`src/rtl/mips_pkg.sv`:
```
// Shared encodings for the multicycle MIPS control path: opcodes, FSM states,
// ALU operation codes and datapath mux selects.
package mips_pkg;

   localparam logic [5:0] OP_R    = 6'b000000;
   localparam logic [5:0] OP_LW   = 6'b100011;
   localparam logic [5:0] OP_SW   = 6'b101011;
   localparam logic [5:0] OP_BEQ  = 6'b000100;
   localparam logic [5:0] OP_J    = 6'b000010;
   localparam logic [5:0] OP_ADDI = 6'b001000;

   typedef enum logic [3:0] {
      S_FETCH     = 4'd0,
      S_DECODE    = 4'd1,
      S_MEM_ADDR  = 4'd2,
      S_MEM_READ  = 4'd3,
      S_MEM_WB    = 4'd4,
      S_MEM_WRITE = 4'd5,
      S_EXECUTE   = 4'd6,
      S_R_WB      = 4'd7,
      S_BRANCH    = 4'd8,
      S_JUMP      = 4'd9,
      S_ADDI_EXEC = 4'd10,
      S_ADDI_WB   = 4'd11,
      S_TRAP      = 4'd12
   } state_t;

   // OpALU codes consumed by the ALU control unit; 2'b11 is reserved.
   localparam logic [1:0] ALUOP_ADD   = 2'b00;
   localparam logic [1:0] ALUOP_SUB   = 2'b01;
   localparam logic [1:0] ALUOP_FUNCT = 2'b10;

   localparam logic [1:0] SRCB_REG     = 2'b00;
   localparam logic [1:0] SRCB_FOUR    = 2'b01;
   localparam logic [1:0] SRCB_IMM     = 2'b10;
   localparam logic [1:0] SRCB_IMM_SH2 = 2'b11;

   localparam logic [1:0] PCSRC_ALU    = 2'b00;
   localparam logic [1:0] PCSRC_ALUOUT = 2'b01;
   localparam logic [1:0] PCSRC_JUMP   = 2'b10;

   typedef struct packed {
      logic       pc_write;
      logic       pc_write_cond;
      logic       iord;
      logic       mem_read;
      logic       mem_write;
      logic       ir_write;
      logic       mem_to_reg;
      logic       reg_dst;
      logic       reg_write;
      logic       alu_src_a;
      logic [1:0] alu_src_b;
      logic [1:0] op_alu;
      logic [1:0] pc_source;
      logic       illegal_op;
   } ctrl_t;

endpackage

```
`src/rtl/mips_control_outputs.sv`:
```
// Combinational decode of the current FSM state (plus mem_ready for the
// fetch-side Mealy terms) into the full datapath control vector.
module mips_control_outputs
   import mips_pkg::*;
(
   input  logic [3:0] state,
   input  logic       mem_ready,
   output ctrl_t      ctrl
);

   always_comb begin
      ctrl = '0;
      case (state)
         S_FETCH: begin
            ctrl.mem_read  = 1'b1;
            ctrl.alu_src_b = SRCB_FOUR;
            ctrl.op_alu    = ALUOP_ADD;
            ctrl.pc_source = PCSRC_ALU;
            ctrl.ir_write  = mem_ready;
            ctrl.pc_write  = mem_ready;
         end
         S_DECODE: begin
            ctrl.alu_src_b = SRCB_IMM_SH2;
         end
         S_MEM_ADDR, S_ADDI_EXEC: begin
            ctrl.alu_src_a = 1'b1;
            ctrl.alu_src_b = SRCB_IMM;
         end
         S_MEM_READ: begin
            ctrl.mem_read = 1'b1;
            ctrl.iord     = 1'b1;
         end
         S_MEM_WB: begin
            ctrl.reg_write  = 1'b1;
            ctrl.mem_to_reg = 1'b1;
         end
         S_MEM_WRITE: begin
            ctrl.mem_write = 1'b1;
            ctrl.iord      = 1'b1;
         end
         S_EXECUTE: begin
            ctrl.alu_src_a = 1'b1;
            ctrl.alu_src_b = SRCB_REG;
            ctrl.op_alu    = ALUOP_FUNCT;
         end
         S_R_WB: begin
            ctrl.reg_write = 1'b1;
            ctrl.reg_dst   = 1'b1;
         end
         S_BRANCH: begin
            ctrl.alu_src_a     = 1'b1;
            ctrl.op_alu        = ALUOP_SUB;
            ctrl.pc_write_cond = 1'b1;
            ctrl.pc_source     = PCSRC_ALUOUT;
         end
         S_JUMP: begin
            ctrl.pc_write  = 1'b1;
            ctrl.pc_source = PCSRC_JUMP;
         end
         S_ADDI_WB: begin
            ctrl.reg_write = 1'b1;
         end
         S_TRAP: begin
            ctrl.illegal_op = 1'b1;
         end
         default: ctrl = '0;
      endcase
   end

endmodule

```
`src/rtl/mips_multicycle_control.sv`:
```
// Multicycle MIPS main control: sequencing FSM, retired-instruction counter,
// and reset gating of every control output.
module mips_multicycle_control
   import mips_pkg::*;
#(
   parameter int CNT_W       = 32,
   parameter int ENABLE_ADDI = 1
) (
   input  logic             clk,
   input  logic             reset,
   input  logic [5:0]       opcode,
   input  logic             mem_ready,
   output logic             PCWrite,
   output logic             PCWriteCond,
   output logic             IorD,
   output logic             MemRead,
   output logic             MemWrite,
   output logic             IRWrite,
   output logic             MemtoReg,
   output logic             RegDst,
   output logic             RegWrite,
   output logic             ALUSrcA,
   output logic [1:0]       ALUSrcB,
   output logic [1:0]       OpALU,
   output logic [1:0]       PCSource,
   output logic             illegal_op,
   output logic [3:0]       state,
   output logic [CNT_W-1:0] instr_retired
);

   logic [3:0]       state_q, state_d;
   logic [CNT_W-1:0] retired_q, retired_d;
   logic             retire;
   ctrl_t            ctrl;

   mips_control_outputs u_outputs (
      .state     (state_q),
      .mem_ready (mem_ready),
      .ctrl      (ctrl)
   );

   // retire marks the edge that returns a finished instruction to FETCH.
   always_comb begin
      state_d = state_q;
      retire  = 1'b0;
      case (state_q)
         S_FETCH: if (mem_ready) state_d = S_DECODE;
         S_DECODE: begin
            case (opcode)
               OP_LW, OP_SW: state_d = S_MEM_ADDR;
               OP_R:         state_d = S_EXECUTE;
               OP_BEQ:       state_d = S_BRANCH;
               OP_J:         state_d = S_JUMP;
               OP_ADDI:      state_d = (ENABLE_ADDI != 0) ? S_ADDI_EXEC : S_TRAP;
               default:      state_d = S_TRAP;
            endcase
         end
         S_MEM_ADDR: begin
            if (opcode == OP_LW)      state_d = S_MEM_READ;
            else if (opcode == OP_SW) state_d = S_MEM_WRITE;
            else                      state_d = S_TRAP;
         end
         S_MEM_READ: if (mem_ready) state_d = S_MEM_WB;
         S_MEM_WRITE: begin
            if (mem_ready) begin
               state_d = S_FETCH;
               retire  = 1'b1;
            end
         end
         S_EXECUTE:   state_d = S_R_WB;
         S_ADDI_EXEC: state_d = S_ADDI_WB;
         S_MEM_WB, S_R_WB, S_BRANCH, S_JUMP, S_ADDI_WB: begin
            state_d = S_FETCH;
            retire  = 1'b1;
         end
         S_TRAP:  state_d = S_TRAP;
         default: state_d = S_FETCH;
      endcase
   end

   always_comb begin
      retired_d = retired_q;
      if (retire) retired_d = retired_q + CNT_W'(1);
   end

   always_ff @(posedge clk) begin
      if (reset) begin
         state_q   <= S_FETCH;
         retired_q <= '0;
      end else begin
         state_q   <= state_d;
         retired_q <= retired_d;
      end
   end

   // Outputs are forced low for as long as reset is held, not just after its edge.
   always_comb begin
      PCWrite       = ctrl.pc_write;
      PCWriteCond   = ctrl.pc_write_cond;
      IorD          = ctrl.iord;
      MemRead       = ctrl.mem_read;
      MemWrite      = ctrl.mem_write;
      IRWrite       = ctrl.ir_write;
      MemtoReg      = ctrl.mem_to_reg;
      RegDst        = ctrl.reg_dst;
      RegWrite      = ctrl.reg_write;
      ALUSrcA       = ctrl.alu_src_a;
      ALUSrcB       = ctrl.alu_src_b;
      OpALU         = ctrl.op_alu;
      PCSource      = ctrl.pc_source;
      illegal_op    = ctrl.illegal_op;
      state         = state_q;
      instr_retired = retired_q;
      if (reset) begin
         PCWrite       = 1'b0;
         PCWriteCond   = 1'b0;
         IorD          = 1'b0;
         MemRead       = 1'b0;
         MemWrite      = 1'b0;
         IRWrite       = 1'b0;
         MemtoReg      = 1'b0;
         RegDst        = 1'b0;
         RegWrite      = 1'b0;
         ALUSrcA       = 1'b0;
         ALUSrcB       = 2'b00;
         OpALU         = 2'b00;
         PCSource      = 2'b00;
         illegal_op    = 1'b0;
         state         = 4'd0;
         instr_retired = '0;
      end
   end

endmodule

```
`config.mk`:
```
export PLATFORM = sky130hd
export DESIGN_NAME = mips_multicycle_control
export DESIGN_NICKNAME = d
export VERILOG_FILES = /design/src/rtl/mips_pkg.sv /design/src/rtl/mips_control_outputs.sv /design/src/rtl/mips_multicycle_control.sv
export SDC_FILE = /design/constraint.sdc
export NUM_CORES = 1
export LEC_CHECK = 0
export CORE_ASPECT_RATIO = 2
export CORE_UTILIZATION = 49
export DETAILED_ROUTE_END_ITERATION = 7
export PLACE_DENSITY = 0.81
export REMOVE_ABC_BUFFERS = 1
export SLEW_MARGIN = 20
export SYNTH_ARGS = -nofsm -noshare
export SYNTH_HDL_FRONTEND = slang
export SYNTH_SLANG_ARGS = --single-unit
export TNS_END_PERCENT = 20
```
`constraint.sdc`:
```
create_clock -name clk -period 2.18 [get_ports clk]
set_clock_uncertainty 0.15 [all_clocks]
set_input_delay 0.218 -clock clk [delete_from_list [all_inputs] [get_ports clk]]
set_output_delay 0.218 -clock clk [all_outputs]
set_load 0.01 [all_outputs]
```
==> summary.md <==
The run finished, with violations left. The final reports fail on negative setup slack. The logs give 6740 microns for the final routed wirelength across all metal layers and 5 for the number of buffers inserted during clock tree synthesis. By area, the combinational part of the netlist is dominated by simple AND/OR/NAND/NOR gates.

The sum of net half-perimeters after detailed placement came out at 5180 microns. Initial cell density of the core: 51.0%. The logs give 0.899 for the placer's final routability congestion estimate and 0 for the number of buffers inserted to repair setup after CTS.

After Yosys synthesis, and, or, nand and nor cells account for 41.8% of the synthesized area. The buffer and inverter count on the worst path was 1; the total grt overflow was 0. The run gives 1.86 ns as the data arrival time of the worst path. Input and output buffers added on the ports amount to 61. STA classifies the critical path startpoint as a flip-flop. For this block, the via count after detailed routing is 2435.

For the pin with the worst max-slew slack, the measured transition is 0.479 ns. At the worst endpoint, the required time is 1.81 ns. Synthesis inferred 36 register bits. The min-delay analysis places its worst path in the category primary input to flip-flop. The number of hold violations in the final report is 0, and the number of vias per cell is 5.65.

Compared with the post-synthesis result, the final layout area differs by 38.9%. Pin placement for this block handled 62 I/O pins. The floorplan has 35 rows.

In this run the deepest clock path goes through 2 buffers. The number of antenna violations at the first check in global routing is 0. The run gives 0.0447 ns as the minimum setup slack after placement. Setup repair after global routing could not meet its margin everywhere.

For this run, the post-layout net count is 385. STA classifies the critical path endpoint as an output pin. In this run the static leakage power is 1.20 nW.

The synthesized design contains 0 enable-type register cells. The synthesized netlist devotes 10.2% of its cell area to compound gates. Clock tree synthesis selected as its root buffer the cell clkbuf_8. Averaged over all synthesized cells, the footprint is 7.63 sq um.

Of the total synthesized cell area, the portion taken by XOR and XNOR cells is 10.6%. The latest clock arrival within the worst-skew pair is 0.29 ns. The die is 50.7 microns wide. Highest cell delay on the worst timing path: 0.52 ns. The library cell used most frequently in the layout, excluding fill and tap cells, is clkdlybuf4s50_1.

The power density over the cells was 621 nW/um^2. The clock-pin transition on the worst setup and hold timing paths works out to 0.07 ns. The tools report the worst voltage drop across the vdd grid as 0.000480 V. Entering global routing, the biggest net connects 25 pins. The detailed-routing iteration count for the pre-antenna-repair pass was 4; the count of distinct cell types in the synthesized netlist was 45. Maximum operating frequency: 0.449 GHz. The signal on the critical path passes through nand2b_2 > nor3_2 > or2_2 > clkdlybuf4s50_1. The design area was 3220 sq um. Vertical die dimension: 99.3 microns. The mapped netlist covers 2320 sq um. In the finished design, the share of the clock period the worst path needs comes to 102%. The synthesized netlist devotes 0.539% of its cell area to adder and majority cells. In this run the remaining antenna-violating nets after routing total 0. The run gives 0 as the number of max-cap violations. In this design, the largest share of critical-path delay is due to simple AND/OR/NAND/NOR gates. 0 antenna diodes ended up in the layout. The number of slew-limit violations in the final report was 0. The most used flip-flop cell after synthesis is dfxtp_1. Across all hold checks on the routed design, the worst slack comes to 0.343 ns. In this run the number of H-tree levels came out at 2.

Global routing usage summed across all routing layers: 28.4%. In the layout the commonest cells are clkdlybuf4s50_1, nor2_1, dfxtp_1. The setup path with the least slack is of type flip-flop to output pin. The worst path in the final design needs a cycle of 2.23 ns, including I/O delays and setup. The slowest stage cell on the critical path is clkdlybuf4s50_1.

The minimum setup slack in the final design came out at -0.0482 ns. The placed instances occupy a cell area of 3070 sq um. For this run, the register share of the synthesized area comes to 31.1%. The Yosys step of the flow raised 0 warnings. Measured on the finished design, the core utilization comes to 70.8%. The cell count after synthesis came out at 304.

The run gives 38 as the violation count after the first detailed-route iteration. The run gives 4550 sq um as the core region area. The normalized max-slew margin came out at 67.3%. For this run, asynchronously set or reset flops after synthesis account for 0%. The proportion of layout cells with a drive suffix above 1 is 14.4%. Multiplexer cells account for 0.485% of the synthesized area. The number of global-route vias before repair came out at 2460.

The final routed wire length divided by cell count came out at 15.6 microns. Die outline area: 5030 sq um. The tools report the post-detailed-route DRC marker count as 0. For the final count of negative-setup-slack endpoints, the log shows 1.

The number of sinks on the clock net was 36. The tools report the setup slack of the most critical reg-to-reg path as 0.21 ns. The first global-routing pass estimated 10900 microns of wire. Along the worst path, the maximum fanout reaches 8. TritonCTS built the clock tree.
what timing repair did:
item,in CTS,in global routing
setup endpoints to repair,17,12
hold buffers,0,0
gates resized for setup,13,10
state kept, by name, indices dropped and copies added, names as in the netlist:
signal,count
retired_q,32
state_q,4
power breakdown:
part           internal [mW]  switching, mW  leakage [nW]
clock                  0.258          0.234        0.0455
combinational          0.343          0.397         0.866
sequential             0.694         0.0749         0.292
total                   1.29          0.706          1.20
path summary, 6_finish.rpt:
check / from / endpoint / cells past startpoint
max: state_q[2]$_SDFFE_PP0P_ / PCWrite / 4
max reg2reg: retired_q[0]$_SDFFE_PP0P_ / retired_q[30]$_SDFFE_PP0P_ / 6
min reg2reg: retired_q[30]$_SDFFE_PP0P_ / retired_q[30]$_SDFFE_PP0P_ / 2
min: reset / retired_q[19]$_SDFFE_PP0P_ / 3
cell usage after synthesis, types with 4 or more instances:
master / n / share of area [%]
nor2_1: 46 / 7.4
dfxtp_1: 36 / 31
nor2b_1: 33 / 8.9
xnor2_1: 18 / 6.8
nand2_1: 17 / 2.7
nand4_1: 14 / 3.8
o21ai_0: 13 / 2.8
clkbuf_1: 11 / 1.8
nor3_1: 11 / 2.4
nand3_1: 10 / 2.2
xor2_1: 10 / 3.8
nor4_1: 8 / 2.2
or3_1: 8 / 2.2
a21oi_1: 7 / 1.5
inv_1: 6 / 0.97
and4_1: 5 / 1.9
and2_1: 4 / 1.1
buf_2: 4 / 0.86
or2_2: 4 / 1.1
stage by stage:
stage / std cells / total power [mW] / TNS (ns)
floorplan: 283 / 1.10 / 0
global placement: 423 / 1.46 / -0.00482
detailed placement: 423 / 1.47 / 0
CTS: 431 / 1.98 / -0.0169
global route: 431 / 2.09 / -0.0733
finish: 431 / 2.00 / -0.0482
area by class of cell:
type	instances	area (sq um)
Timing Repair Buffer	85	802
Tap cell	55	68.8
Multi-Input combinational cell	241	1510
Sequential cell	36	728
Fill cell	386	1330
Inverter	6	22.5
Clock buffer	8	90.1
routing by layer:
metal	share of wire, %	global-route usage, %	routed length, microns
met1	35	25.8	2390
met2	57	55.3	3830
met3	3.0	3.21	205
met4	4.8	18.8	323
met5	0	0	0
worst register-to-register path, delay by kind of cell, from the launching register on:
family	cells	cell delay (ns)
flip-flops	1	0.43
AND/OR/NAND/NOR	4	0.91
AO/OA/AOI/OAI	1	0.14
adder cells (fa/ha/maj)	1	0.28
cell families (layout without fill, tap and decap cells):
family | after synthesis | after routing
muxes | 1 | 1
AOI/OAI and AO/OA | 34 | 34
buffers and inverters | 27 | 99
adders and majority gates | 1 | 1
DFF | 36 | 36
and+or+nand+nor | 177 | 177
xor gates and xnor gates | 28 | 28
Power figures use the tool's default switching activity.
